### src/rtl/uart_rx_cfg.sv
// Configurable UART receiver: 2-flop line synchronizer, 3-sample majority bit decision,
// runtime frame format latched at each start edge, single-word hold register with overrun.
module uart_rx_cfg #(
    parameter int DATA_W = 9,
    parameter int DIV_W  = 16
) (
    input  logic              clk,
    input  logic              reset,
    input  logic              rx_in,
    input  logic [DIV_W-1:0]  baud_div,
    input  logic [3:0]        data_bits,
    input  logic              parity_en,
    input  logic              parity_odd,
    input  logic              stop2,
    output logic [DATA_W-1:0] rx_data,
    output logic              rx_valid,
    input  logic              rx_ready,
    output logic              parity_err,
    output logic              frame_err,
    output logic              overrun_err,
    output logic              break_det,
    output logic              busy
);

    // state       | meaning
    // S_IDLE      | line idle, waiting for a 1->0 edge
    // S_START     | qualifying the start bit (majority 1 = false start)
    // S_DATA      | shifting data bits LSB-first
    // S_PARITY    | sampling the parity bit
    // S_STOP1     | sampling first stop bit; break detection
    // S_STOP2     | sampling second stop bit
    // S_WAIT_HIGH | after a break, waiting for the line to return high
    typedef enum logic [2:0] {
        S_IDLE, S_START, S_DATA, S_PARITY, S_STOP1, S_STOP2, S_WAIT_HIGH
    } state_t;

    localparam logic [DIV_W-1:0] ONE     = DIV_W'(1);
    localparam logic [DIV_W-1:0] DIV_MIN = DIV_W'(8);
    localparam logic [3:0]       NB_MAX  = 4'(DATA_W);

    state_t state, state_nx;

    logic              rx_meta, rx_sync, rx_prev;
    logic [DIV_W-1:0]  cfg_div;
    logic [3:0]        cfg_nbits;
    logic              cfg_par_en, cfg_par_odd, cfg_stop2;
    logic [DIV_W-1:0]  cnt;
    logic [3:0]        bit_idx;
    logic              s0, s1;
    logic [DATA_W-1:0] shreg, shreg_ins;
    logic              par_acc, perr_acc, ferr_acc, any_one;

    logic [DIV_W-1:0]  div_eff, half, half_m1, half_p1, div_m1;
    logic [3:0]        nbits_eff;
    logic              maj, dec, active;
    logic              start_det, done, done_ferr, done_brk;
    logic              load, accept;

    assign div_eff   = (baud_div < DIV_MIN) ? DIV_MIN : baud_div;
    assign nbits_eff = (data_bits < 4'd5) ? 4'd5 : ((data_bits > NB_MAX) ? NB_MAX : data_bits);

    assign half    = cfg_div >> 1;
    assign half_m1 = half - ONE;
    assign half_p1 = half + ONE;
    assign div_m1  = cfg_div - ONE;

    assign maj    = (s0 & s1) | (s0 & rx_sync) | (s1 & rx_sync);
    assign active = state inside {S_START, S_DATA, S_PARITY, S_STOP1, S_STOP2};
    assign dec    = active && (cnt == half_p1);
    assign busy   = (state != S_IDLE);

    always_comb begin
        shreg_ins = shreg;
        for (int i = 0; i < DATA_W; i++)
            if (int'(bit_idx) == i) shreg_ins[i] = maj;
    end

    always_ff @(posedge clk or negedge reset) begin
        if (!reset) state <= S_IDLE;
        else        state <= state_nx;
    end

    always_comb begin
        state_nx  = state;
        start_det = 1'b0;
        done      = 1'b0;
        done_ferr = 1'b0;
        done_brk  = 1'b0;
        case (state)
            S_IDLE: begin
                if (rx_prev && !rx_sync) begin
                    state_nx  = S_START;
                    start_det = 1'b1;
                end
            end
            S_START: begin
                if (dec) state_nx = maj ? S_IDLE : S_DATA;
            end
            S_DATA: begin
                if (dec && (bit_idx == cfg_nbits - 4'd1))
                    state_nx = cfg_par_en ? S_PARITY : S_STOP1;
            end
            S_PARITY: begin
                if (dec) state_nx = S_STOP1;
            end
            S_STOP1: begin
                if (dec) begin
                    // an all-zero frame ends here even when two stop bits are configured
                    if (!maj && !any_one) begin
                        state_nx  = S_WAIT_HIGH;
                        done      = 1'b1;
                        done_ferr = 1'b1;
                        done_brk  = 1'b1;
                    end else if (cfg_stop2) begin
                        state_nx = S_STOP2;
                    end else begin
                        state_nx  = S_IDLE;
                        done      = 1'b1;
                        done_ferr = !maj;
                    end
                end
            end
            S_STOP2: begin
                if (dec) begin
                    state_nx  = S_IDLE;
                    done      = 1'b1;
                    done_ferr = ferr_acc | !maj;
                end
            end
            S_WAIT_HIGH: begin
                if (rx_sync) state_nx = S_IDLE;
            end
            default: state_nx = S_IDLE;
        endcase
    end

    always_ff @(posedge clk or negedge reset) begin
        if (!reset) begin
            rx_meta     <= 1'b1;
            rx_sync     <= 1'b1;
            rx_prev     <= 1'b1;
            cfg_div     <= '0;
            cfg_nbits   <= '0;
            cfg_par_en  <= 1'b0;
            cfg_par_odd <= 1'b0;
            cfg_stop2   <= 1'b0;
            cnt         <= '0;
            bit_idx     <= '0;
            s0          <= 1'b0;
            s1          <= 1'b0;
            shreg       <= '0;
            par_acc     <= 1'b0;
            perr_acc    <= 1'b0;
            ferr_acc    <= 1'b0;
            any_one     <= 1'b0;
        end else begin
            rx_meta <= rx_in;
            rx_sync <= rx_meta;
            rx_prev <= rx_sync;
            if (start_det) begin
                cfg_div     <= div_eff;
                cfg_nbits   <= nbits_eff;
                cfg_par_en  <= parity_en;
                cfg_par_odd <= parity_odd;
                cfg_stop2   <= stop2;
                cnt         <= '0;
                bit_idx     <= '0;
                shreg       <= '0;
                par_acc     <= 1'b0;
                perr_acc    <= 1'b0;
                ferr_acc    <= 1'b0;
                any_one     <= 1'b0;
            end else if (!active) begin
                cnt <= '0;
            end else begin
                cnt <= (cnt == div_m1) ? '0 : cnt + ONE;
                if (cnt == half_m1) s0 <= rx_sync;
                if (cnt == half)    s1 <= rx_sync;
                if (dec) begin
                    case (state)
                        S_DATA: begin
                            shreg   <= shreg_ins;
                            bit_idx <= bit_idx + 4'd1;
                            par_acc <= par_acc ^ maj;
                            any_one <= any_one | maj;
                        end
                        S_PARITY: begin
                            perr_acc <= (par_acc ^ maj) != cfg_par_odd;
                            any_one  <= any_one | maj;
                        end
                        S_STOP1: ferr_acc <= !maj;
                        default: ;
                    endcase
                end
            end
        end
    end

    assign accept = rx_valid && rx_ready;
    assign load   = done && (!rx_valid || rx_ready);

    // a frame finishing against an unread word is dropped; only the overrun flag records it
    always_ff @(posedge clk or negedge reset) begin
        if (!reset) begin
            rx_data     <= '0;
            rx_valid    <= 1'b0;
            parity_err  <= 1'b0;
            frame_err   <= 1'b0;
            overrun_err <= 1'b0;
            break_det   <= 1'b0;
        end else if (load) begin
            rx_data     <= shreg;
            rx_valid    <= 1'b1;
            parity_err  <= perr_acc;
            frame_err   <= done_ferr;
            break_det   <= done_brk;
            overrun_err <= 1'b0;
        end else if (accept) begin
            rx_valid    <= 1'b0;
            parity_err  <= 1'b0;
            frame_err   <= 1'b0;
            break_det   <= 1'b0;
            overrun_err <= 1'b0;
        end else if (done) begin
            overrun_err <= 1'b1;
        end
    end

endmodule

### config.mk
export PLATFORM = sky130hd
export DESIGN_NAME = uart_rx_cfg
export DESIGN_NICKNAME = d
export VERILOG_FILES = /design/src/rtl/uart_rx_cfg.sv
export SDC_FILE = /design/constraint.sdc
export NUM_CORES = 1
export LEC_CHECK = 0
export BUFFER_PORTS_ARGS = -buffer_cell sky130_fd_sc_hd__clkbuf_2
export CORE_ASPECT_RATIO = 0.6
export CORE_UTILIZATION = 30
export CTS_CLUSTER_DIAMETER = 120
export DETAILED_ROUTE_END_ITERATION = 7
export SETUP_SLACK_MARGIN = 0.02
export SYNTH_ARGS = -nofsm -noshare
export SYNTH_HDL_FRONTEND = slang
export SYNTH_SLANG_ARGS = --single-unit
### constraint.sdc
create_clock -name clk -period 3.34 [get_ports clk]
set_input_delay 0.668 -clock clk [delete_from_list [all_inputs] [get_ports clk]]
set_output_delay 0.668 -clock clk [all_outputs]
set_load 0.05 [all_outputs]
==> flow_summary.json <==
{
  "status": "finished clean",
  "p_sw_frac": 0.430,
  "core_um2": 17200,
  "rows": 37,
  "r2r_end": "rx_data[2]",
  "clkPwrFrac": 0.213,
  "start_util": 0.308,
  "reg2reg_depth": 9,
  "synth.area.top_cells": "dfrtp_1, xnor2_1, nand2_1",
  "cts_tree": "yes",
  "worst_path_largest_cell_delay_ns": 0.56,
  "avgSynthCellArea_um2": 8.56,
  "vias": 4579,
  "grt_max_degree": 36,
  "antenna_left": 0,
  "die_y_um": 105,
  "setup-violations-final": 0,
  "dpl.cell_count": 880,
  "fin_area_um2": 6110,
  "num-fill-cells": 1808,
  "ir_drop_v": 0.000283,
  "fp.dieW_um": 174,
  "synth_ff_type": "dfrtp_1",
  "cts-htree-levels": 3,
  "slowest_stage": "or4_4",
  "dr.first_iter.drc_count": 494,
  "netlist_instances": 619,
  "hold_path_class": "input port to asynchronous set/reset pin",
  "cts_sinks": 78,
  "syn_area_um2": 5300,
  "drc": 0,
  "ys_top_cells_by_count": "nand2_1, dfrtp_1, nor2_1",
  "drive_gt1_frac": 0.178,
  "power_uw": 4620,
  "cts-root-buf": "clkbuf_16",
  "slew_violations": 0,
  "comb_power_share": 0.460,
  "top_level_ports": 42,
  "start_kind": "flop",
  "critPathKind": "flop to flop",
  "path_clk_slew_ns": 0.06,
  "grt_pass1_vias": 4043,
  "crit_fanout": 10,
  "clk_path_buf_depth": 2,
  "cp.arrival_ns": 3.31,
  "max_freq_mhz": 323,
  "antenna_found_initial": 0,
  "ys_seq_area_frac": 0.369,
  "multi_input_area_um2": 3060,
  "placed_cell_area_um2": 5810,
  "slew_headroom": 0.550,
  "synth_cell_types": 64,
  "power.share.sequential": 0.328,
  "area_growth_pct": 15.4,
  "hold_violations": 0,
  "worst_pin_slew_ns": 0.658,
  "viasPerCell": 5.11,
  "leakage_uw": 0.00261,
  "grt_usage": 0.168,
  "finalNonFillerCells": 896,
  "portBuffers": 41,
  "dr.pass1.iters": 5,
  "synth_top_area_frac": 0.354,
  "cp-startpoint": "cfg_div[1]",
  "synth.ff_latch_count": 78,
  "clock_insertion_delay_worst_skew_ns": 0.34,
  "routabilityCongestion": 0.924,
  "dieArea_um2": 18200,
  "cp.required_ns": 3.56,
  "fin_setup_tns_ns": 0,
  "grt_pass1_wl_um": 23900,
  "syn_nets": 655,
  "ys_warn_count": 0,
  "critPathBufInv": 1,
  "hpwl_um": 11100,
  "p_int_uw": 2640,
  "power_density_nw_per_um2": 757,
  "synth_edf_count": 0,
  "fin_util": 0.355,
  "fin_crit_ns": 3.10,
  "synth.most_common_cell": "nand2_1",
  "synth_top_area_cell": "dfrtp_1",
  "cp.depth": 9,
  "wl_um": 14600,
  "rsz0062_at_grt": "no",
  "final.setup_skew_ns": 0.0107,
  "path_delay_family": "simple AND/OR/NAND/NOR gates",
  "drv_cap": 0,
  "r2r_slack_ns": 0.24,
  "finalCritPeriodShare": 0.927,
  "critPathCaptureType": "flop",
  "postSynth.asyncResetShare": 1.00,
  "path_cells": "inv_1 -> ha_1 -> xor2_1 -> or4_4 -> nor3_4 -> nand4_4 -> nor2_1 -> and3_2 -> mux2_2",
  "regArea_um2": 1960,
  "crit_end": "rx_data[2]",
  "p_sw_uw": 1990,
  "timing.rr.start": "cfg_div[1]",
  "gr-total-overflow": 0,
  "cts_inserted_buffers": 9,
  "avgRoutedWirePerCell_um": 16.3,
  "fin_nets": 693,
  "antennaDiodeCount": 0
}
worst min path at each step:
stage,cells past startpoint,slack (ns),endpoint,start
final,1,0.28,rx_data[1],reset
after global routing,1,0.31,parity_err,reset
after global placement,0,0.35,rx_sync,rx_meta
after CTS,1,0.29,s1,reset
after detailed placement,0,0.35,rx_sync,rx_meta
after floorplan,0,0.35,rx_sync,rx_meta
worst register-to-register path: stages (launching register included):
cell and delay [ns]:
dfrtp_1 0.46, inv_1 0.12, ha_1 0.32, xor2_1 0.17
or4_4 0.56, nor3_4 0.26, nand4_4 0.15, nor2_1 0.17
and3_2 0.38, mux2_2 0.38
power groups by stage:
stage | combinational, uW | sequential, uW | clock (uW)
finish | 2120 | 1520 | 983
global route | 2310 | 1550 | 1050
CTS | 2070 | 1500 | 1010
detailed placement | 2060 | 1520 | 0
global placement | 2060 | 1520 | 0
floorplan | 1760 | 1260 | 0
metal layers:
| metal | track usage | wire length, um |
|---|---|---|
| met5 | 0 | 0 |
| met4 | 0.0303 | 91 |
| met3 | 0.0357 | 1140 |
| met2 | 0.177 | 4720 |
| met1 | 0.307 | 8670 |
registers in the layout, summed over array words and instances (netlist names), 3 cells and up:
register	cells
rx_data	9
bit_idx	4
cfg_nbits	4
state	3
cfg_div	16
cnt	16
shreg	9
layout make-up:
cell class,instances,share of cell area
Clock buffer,12,0.0403
Inverter,21,0.0129
Multi-Input combinational cell,476,0.500
Timing Repair Buffer,71,0.0708
Tap cell,234,0.0479
Clock inverter,4,0.00778
Sequential cell,78,0.320
kinds of logic (layout without fill, tap and decap cells):
| logic type | after synthesis | in the layout | share of synthesized area |
|---|---|---|---|
| AO/OA/AOI/OAI | 86 | 86 | 0.108 |
| flip-flops | 78 | 78 | 0.369 |
| XOR/XNOR | 80 | 80 | 0.134 |
| multiplexers | 25 | 25 | 0.0505 |
| AND/OR/NAND/NOR | 274 | 274 | 0.260 |
| adder cells (fa/ha/maj) | 11 | 11 | 0.0250 |
| buffers and inverters | 65 | 108 | 0.0543 |
per-stage QoR:
| step | worst slack, ns | hold slack [ns] |
|---|---|---|
| floorplan | 0.479 | 0.345 |
| global placement | 0.200 | 0.346 |
| detailed placement | 0.0618 | 0.347 |
| CTS | 0.0384 | 0.293 |
| global route | 0.0473 | 0.309 |
| finish | 0.243 | 0.280 |
cells in the final DEF (no fill, tap or decap), types with 19 or more instances in the layout:
| master | count |
|---|---|
| a21oi_1 | 20 |
| buf_4 | 31 |
| clkbuf_2 | 40 |
| dfrtp_1 | 75 |
| inv_1 | 21 |
| nand2_1 | 97 |
| nand3_1 | 19 |
| nor2_1 | 54 |
| nor3_1 | 21 |
| o21ai_0 | 23 |
| xnor2_1 | 50 |
| xor2_1 | 29 |
repair_timing:
| item | in CTS | in global routing |
|---|---|---|
| hold buffers | 0 | 0 |
| resized for setup | 0 | 2 |
| endpoints found under the setup margin | 0 | 15 |
| setup buffers | 0 | 0 |
No activity file was read; power rests on OpenSTA's default activity.
